File: src/rtl/i2s_tx.sv
// i2s_tx: I2S master transmitter.
// Generates SCK / WS / SD from the system clock and serialises stereo samples MSB first.
// Samples enter through a valid/ready handshake into a one-deep holding buffer that is
// moved into the frame shift register at each frame load; an empty buffer sends silence.
//
// Optional build macro: I2S_TX_MONO_EN -- in_left is sent in both slots, in_right ignored.
//
// Ports:
//   clk, rst_n            system clock, asynchronous active-low reset
//   en                    transmit enable (sampled at frame boundaries)
//   ws_align              0: standard I2S (WS one SCK early), 1: left-justified
//   in_left, in_right     sample pair, in_valid / in_ready handshake
//   i2s_clk, i2s_ws, i2s_dout   serial link (SCK, WS, SD)
//   frame_start           1-cycle pulse on each frame load
//   underflow             1-cycle pulse when a frame loads with the holding buffer empty
module i2s_tx #(
  parameter int unsigned DW      = 16,
  parameter int unsigned CLK_DIV = 2
) (
  input  logic          clk,
  input  logic          rst_n,
  input  logic          en,
  input  logic          ws_align,
  input  logic [DW-1:0] in_left,
  input  logic [DW-1:0] in_right,
  input  logic          in_valid,
  output logic          in_ready,
  output logic          i2s_clk,
  output logic          i2s_ws,
  output logic          i2s_dout,
  output logic          frame_start,
  output logic          underflow
);

  localparam int unsigned FW = 2 * DW;
  localparam int unsigned PW = $clog2(FW);
  localparam int unsigned CW = (CLK_DIV > 1) ? $clog2(CLK_DIV) : 1;

  typedef enum logic {StIdle, StRun} state_e;

  state_e          r_state, w_state_next;
  logic [CW-1:0]   r_div, w_div_next;
  logic [PW-1:0]   r_pos, w_pos_next;
  logic [FW-1:0]   r_shift, w_shift_next;
  logic            r_sck, w_sck_next;
  logic            r_ws, w_ws_next;
  logic            r_dout, w_dout_next;
  logic            r_align, w_align_next;
  logic            r_fs, w_fs_next;
  logic            r_uf, w_uf_next;
  logic            r_hold_full, w_hold_full_next;
  logic [DW-1:0]   r_hold_l;
  logic            w_load;
  logic            w_accept;
  logic [FW-1:0]   w_load_data;

  // WS for bit position q: left-justified follows the slot, standard I2S leads by one bit.
  function automatic logic ws_of(input logic [PW-1:0] q, input logic align);
    if (align) return (q >= PW'(DW));
    return (q >= PW'(DW - 1)) && (q != PW'(FW - 1));
  endfunction

  assign w_accept = in_valid & ~r_hold_full;

`ifdef I2S_TX_MONO_EN
  assign w_load_data = r_hold_full ? {r_hold_l, r_hold_l} : '0;
`else
  logic [DW-1:0] r_hold_r;
  assign w_load_data = r_hold_full ? {r_hold_l, r_hold_r} : '0;
`endif

  always_comb begin
    w_state_next = r_state;
    w_div_next   = r_div;
    w_pos_next   = r_pos;
    w_shift_next = r_shift;
    w_sck_next   = r_sck;
    w_ws_next    = r_ws;
    w_dout_next  = r_dout;
    w_align_next = r_align;
    w_fs_next    = 1'b0;
    w_uf_next    = 1'b0;
    w_load       = 1'b0;

    unique case (r_state)
      StIdle: begin
        if (en) begin
          w_load       = 1'b1;
          w_state_next = StRun;
        end
      end
      StRun: begin
        if (r_div == CW'(CLK_DIV - 1)) begin
          w_div_next = '0;
          w_sck_next = ~r_sck;
          if (r_sck) begin
            // Falling SCK: advance to the next bit or close the frame.
            if (r_pos == PW'(FW - 1)) begin
              if (en) begin
                w_load = 1'b1;
              end else begin
                w_state_next = StIdle;
                w_ws_next    = 1'b0;
                w_dout_next  = 1'b0;
              end
            end else begin
              w_pos_next   = r_pos + PW'(1);
              w_dout_next  = r_shift[FW-1];
              w_shift_next = {r_shift[FW-2:0], 1'b0};
              w_ws_next    = ws_of(r_pos + PW'(1), r_align);
            end
          end
        end else begin
          w_div_next = r_div + CW'(1);
        end
      end
      default: w_state_next = StIdle;
    endcase

    if (w_load) begin
      w_pos_next   = '0;
      w_div_next   = '0;
      w_sck_next   = 1'b0;
      w_align_next = ws_align;
      w_dout_next  = w_load_data[FW-1];
      w_shift_next = {w_load_data[FW-2:0], 1'b0};
      w_ws_next    = ws_of('0, ws_align);
      w_fs_next    = 1'b1;
      w_uf_next    = ~r_hold_full;
    end

    // A load empties the buffer; an accept on that same edge refills it for the next frame.
    w_hold_full_next = w_load ? w_accept : (r_hold_full | w_accept);
  end

  always_ff @(posedge clk or negedge rst_n) begin
    if (!rst_n) begin
      r_state     <= StIdle;
      r_div       <= '0;
      r_pos       <= '0;
      r_shift     <= '0;
      r_sck       <= 1'b0;
      r_ws        <= 1'b0;
      r_dout      <= 1'b0;
      r_align     <= 1'b0;
      r_fs        <= 1'b0;
      r_uf        <= 1'b0;
      r_hold_full <= 1'b0;
      r_hold_l    <= '0;
    end else begin
      r_state     <= w_state_next;
      r_div       <= w_div_next;
      r_pos       <= w_pos_next;
      r_shift     <= w_shift_next;
      r_sck       <= w_sck_next;
      r_ws        <= w_ws_next;
      r_dout      <= w_dout_next;
      r_align     <= w_align_next;
      r_fs        <= w_fs_next;
      r_uf        <= w_uf_next;
      r_hold_full <= w_hold_full_next;
      if (w_accept) r_hold_l <= in_left;
    end
  end

`ifndef I2S_TX_MONO_EN
  always_ff @(posedge clk or negedge rst_n) begin
    if (!rst_n) begin
      r_hold_r <= '0;
    end else if (w_accept) begin
      r_hold_r <= in_right;
    end
  end
`endif

  assign in_ready    = ~r_hold_full;
  assign i2s_clk     = r_sck;
  assign i2s_ws      = r_ws;
  assign i2s_dout    = r_dout;
  assign frame_start = r_fs;
  assign underflow   = r_uf;

endmodule

File: config.mk
export PLATFORM = sky130hd
export DESIGN_NAME = i2s_tx
export DESIGN_NICKNAME = d
export VERILOG_FILES = /design/src/rtl/i2s_tx.sv
export SDC_FILE = /design/constraint.sdc
export NUM_CORES = 1
export LEC_CHECK = 0
export CAP_MARGIN = 20
export CORE_ASPECT_RATIO = 1.75
export CORE_MARGIN = 5
export CORE_UTILIZATION = 50
export DETAILED_ROUTE_END_ITERATION = 6
export PLACE_DENSITY = 0.76
export SLEW_MARGIN = 20
export SYNTH_ARGS = -nofsm -noshare
export SYNTH_HDL_FRONTEND = slang
export SYNTH_SLANG_ARGS = --single-unit
File: constraint.sdc
create_clock -name clk -period 1.9 [get_ports clk]
set_input_delay 0.285 -clock clk [delete_from_list [all_inputs] [get_ports clk]]
set_output_delay 0.285 -clock clk [all_outputs]
set_load 0.03 [all_outputs]
==> metrics.md, run 1 <==
| Metric | Value |
|---|---|
| Run status | finished, final reports clean |
| Reg2reg start | r_pos[0] |
| Final critical delay including setup and external delays | 1.81 ns |
| Slew at the pin with the worst max-slew slack | 0.556 ns |
| WP data arrival | 2.04 ns |
| Cell type group with the largest total delay on the critical path | compound AO/OA/AOI/OAI gates |
| Chip width | 73.5 um |
| Primary flip-flop cell chosen by synthesis mapping | sky130_fd_sc_hd__dfrtp_1 |
| Final Instance Area | 4370 um2 |
| Peak supply drop | 0.000731 V |
| Area of placed instances | 4090 um2 |
| Max-capacitance violation count | 0 |
| Gp weighted congestion | 0.793 |
| Clock network latency to the later pin of the worst-skew pair | 0.33 ns |
| Total Die Area | 8910 um2 |
| Setup crit end | i2s_ws |
| Total number of nets in the final design | 407 |
| Count of pins over their slew limit | 0 |
| Critical path buffer and inverter count | 1 |
| Number of nets in the synthesized netlist | 362 |
| Number of global-route vias before repair | 2775 |
| Startpoint class of the critical path | register |
| Async set-reset flop share out of synthesis | 100% |
| Source of the critical timing path | r_pos[0] |
| Number of cell instances on the worst register-to-register path | 6 |
| Post-synthesis cell area | 3530 um2 |
| Crit-path max cell delay | 0.41 ns |
| Vias per inst | 5.96 |
| Syn Inst Count | 323 |
| Distinct cell type count after synthesis | 40 |
| Setup-failing EPs final | 0 |
| Count of buffers added by post-CTS timing repair for setup | 0 |
| Root Buffer | sky130_fd_sc_hd__clkbuf_16 |
| Data required time at the worst endpoint | 2.13 ns |
| Global routing usage summed across all routing layers | 18.6% |
| Post-synth EDFFs | 0 |
| PwrDens | 943 nW/um2 |
| Setup TNS | 0 ns |
| Total DRC errors in the routed layout | 0 |
| Number of I/O pins | 43 |
| Proportion of synthesized chip area in sequential cells | 54.5% |
| Area growth syn-to-layout | 23.8% |
| Crit Path Class | reg2reg |
| Hold violation total from the final report | 0 |
| Core Area | 6910 um2 |
| Slowest cell on the critical path | sky130_fd_sc_hd__or4_1 |
| Biggest fanout along the worst timing path | 3 |
| Hold Path Class | in2async |
| Flops & latches, synth | 77 |
| Tightest slew margin relative to the limit | 62.9% |
| # H-tree levels | 3 |
| End of the worst register-to-register path | i2s_ws |
| Average size of a mapped cell | 10.9 um2 |
| Starting DRC count in detailed routing | 280 |
| Number of input and output port buffers inserted | 42 |
| Layout Skew | 0.00524 ns |
| Kind of capture point of the worst setup path | register |
| Resized cells post-CTS | 0 |
| Length of the first detailed-routing pass in iterations | 5 |
| P_leak | 1.84 nW |
| Vias after detailed routing | 2724 |
| Number of cell rows | 40 |
| Clock tree from TritonCTS | built |
| GRT overflow | 0 |
| Yosys warnings | 0 |
| Stages on worst setup path | 6 |
| Starting Density | 51.2% |
| Count of antenna-violating nets left after detailed routing | 0 |
| Tcrit/Tclk final | 95.5% |
| Number of antenna violations at the first check in global routing | 0 |
| Longest Clk Path Bufs | 2 |
| Final wirelength | 7610 um |
| Filler Cells Inserted | 568 |
| CTS clock-pin slew for the worst setup and hold paths | 0.06 ns |
| Global-route wire length before repair | 12800 um |
| TritonCTS buffer count | 9 |
| Setup repair after global routing missed its margin | no |
| Share of post-route cells with drive strength above 1 | 22.0% |
| Number of sinks handled by clock tree synthesis | 77 |
| Maximum number of pins on one net before global-route repair | 46 |
| Average detailed-routed wire length per instance | 16.6 um |
| HPWL after detailed placement | 5170 um |
| Flop2flop setup slack | 0.09 ns |
| Highest achievable clock rate | 551 MHz |
| CP cell instances | inv_1, ha_1, o21ba_2, or4_1, a2bb2oi_1, o31ai_2 |
| # diodes | 0 |
| Final standard cell utilization of the core | 63.3% |
| Floorplan die height | 121 um |
metrics by stage:
step	power (mW)	hold WS, ns	setup WS, ns	cells
global placement	2.56	0.312	0.0675	440
floorplan	2.36	-0.0106	0.132	323
finish	4.12	0.493	0.0850	457
CTS	4.16	0.509	0.0347	457
detailed placement	2.58	0.313	0.0493	440
global route	4.31	0.522	0.0145	457
synthesized netlist by cell type (2+ instances only):
cell type | instances | share of area [%]
sky130_fd_sc_hd__a21o_1 | 2 | 0.42
sky130_fd_sc_hd__a21oi_1 | 31 | 4.4
sky130_fd_sc_hd__a2bb2oi_1 | 2 | 0.50
sky130_fd_sc_hd__a31oi_1 | 30 | 5.3
sky130_fd_sc_hd__buf_2 | 13 | 1.8
sky130_fd_sc_hd__buf_4 | 2 | 0.42
sky130_fd_sc_hd__buf_6 | 4 | 1.3
sky130_fd_sc_hd__clkbuf_1 | 12 | 1.3
sky130_fd_sc_hd__dfrtp_1 | 77 | 55
sky130_fd_sc_hd__ha_1 | 2 | 0.71
sky130_fd_sc_hd__inv_1 | 4 | 0.42
sky130_fd_sc_hd__mux2_2 | 34 | 11
sky130_fd_sc_hd__nand2_1 | 10 | 1.1
sky130_fd_sc_hd__nand3_1 | 7 | 0.99
sky130_fd_sc_hd__nand4_1 | 32 | 5.7
sky130_fd_sc_hd__nor2_1 | 33 | 3.5
sky130_fd_sc_hd__nor2b_1 | 3 | 0.53
sky130_fd_sc_hd__o21ai_0 | 2 | 0.28
sky130_fd_sc_hd__xor2_1 | 2 | 0.50
registers in the layout, indices dropped and copies added (netlist names):
register	count
r_hold_r	16
frame_start	1
i2s_clk	1
r_div	1
r_shift	31
r_state	1
r_hold_l	16
i2s_dout	1
underflow	1
r_pos	5
r_align	1
r_hold_full	1
i2s_ws	1
routing by layer:
| metal | part of all wire (%) | vias up | wire (um) | GRT usage, % |
|---|---|---|---|---|
| met2 | 53 | 66 | 4040 | 30.1 |
| met5 | 0 | - | 0 | 0 |
| met3 | 3.7 | 21 | 279 | 3.81 |
| met4 | 3.2 | 0 | 247 | 9.86 |
| li1 | - | 1279 | - | - |
| met1 | 40 | 1358 | 3040 | 22.6 |
how the worst min path moves through the flow:
| stage | endpoint | slack [ns] | cells past startpoint |
|---|---|---|---|
| 2_1_floorplan | frame_start | -0.01 | 0 |
| 3_3_place_gp | r_hold_l[11] | 0.31 | 1 |
| 5_1_grt | r_hold_l[2] | 0.52 | 1 |
| 6_report | r_hold_l[11] | 0.49 | 2 |
| 4_1_cts | r_hold_l[7] | 0.51 | 1 |
| 3_5_place_dp | r_hold_l[11] | 0.31 | 1 |
area by class of cell:
type	instances	area, um2	area share (%)
Sequential cell	77	1930	44.1
Multi-Input combinational cell	210	1430	32.6
Tap cell	84	105	2.40
Timing Repair Buffer	65	618	14.1
Inverter	5	18.8	0.429
Clock inverter	4	22.5	0.515
Clock buffer	12	256	5.86
worst register-to-register path: stages (launching register included):
cell and delay, ns:
sky130_fd_sc_hd__dfrtp_1 0.37, sky130_fd_sc_hd__inv_1 0.05, sky130_fd_sc_hd__ha_1 0.30, sky130_fd_sc_hd__o21ba_2 0.21, sky130_fd_sc_hd__or4_1 0.41, sky130_fd_sc_hd__a2bb2oi_1 0.17
sky130_fd_sc_hd__o31ai_2 0.21
cells by family after synthesis:
group                    share of synthesized area (%)
AND/OR/NAND/NOR                                   13.7
multiplexers                                      10.8
flip-flops                                        54.5
buffers and inverters                             5.35
XOR/XNOR                                         0.496
AO/OA/AOI/OAI                                     14.4
adder cells (fa/ha/maj)                          0.708
layout by cell type (no fill, tap or decap), types with 2 or more instances in the layout:
cell                              Yosys  layout
sky130_fd_sc_hd__clkdlybuf4s50_1      0      41
sky130_fd_sc_hd__buf_4                2      21
sky130_fd_sc_hd__dfrtp_1             77      77
sky130_fd_sc_hd__xor2_1               2       2
sky130_fd_sc_hd__a21o_1               2       2
sky130_fd_sc_hd__nor2_1              33      33
sky130_fd_sc_hd__nor2b_1              3       2
sky130_fd_sc_hd__ha_1                 2       2
sky130_fd_sc_hd__clkbuf_16            0       9
sky130_fd_sc_hd__clkbuf_8             0       2
sky130_fd_sc_hd__nand2_1             10      10
sky130_fd_sc_hd__a31oi_1             30      30
sky130_fd_sc_hd__a21oi_1             31      31
sky130_fd_sc_hd__mux2_2              34      34
sky130_fd_sc_hd__buf_12               0       2
sky130_fd_sc_hd__nand4_1             32      32
sky130_fd_sc_hd__clkinv_2             0       3
sky130_fd_sc_hd__nand3_1              7       7
sky130_fd_sc_hd__o21ai_0              2       2
sky130_fd_sc_hd__inv_1                4       4
what timing repair did:
action	CTS	global route
hold buffers	1	0
hold endpoints to repair	42	0
setup endpoints to repair	0	1
power breakdown:
group	leakage [nW]	switching [mW]	internal, mW
clock network	0.138	0.627	0.948
logic	0.762	0.162	0.296
registers	0.944	0.162	1.93
total	1.84	0.951	3.17
No activity file was read; power rests on OpenSTA's default activity.
==> inputs of run 2 (changes only) <==
- HOLD_SLACK_MARGIN: unset -> 0.1
==> results of run 2 <==
Same layout as run 1: the final DEF is identical, and so are final timing and power.
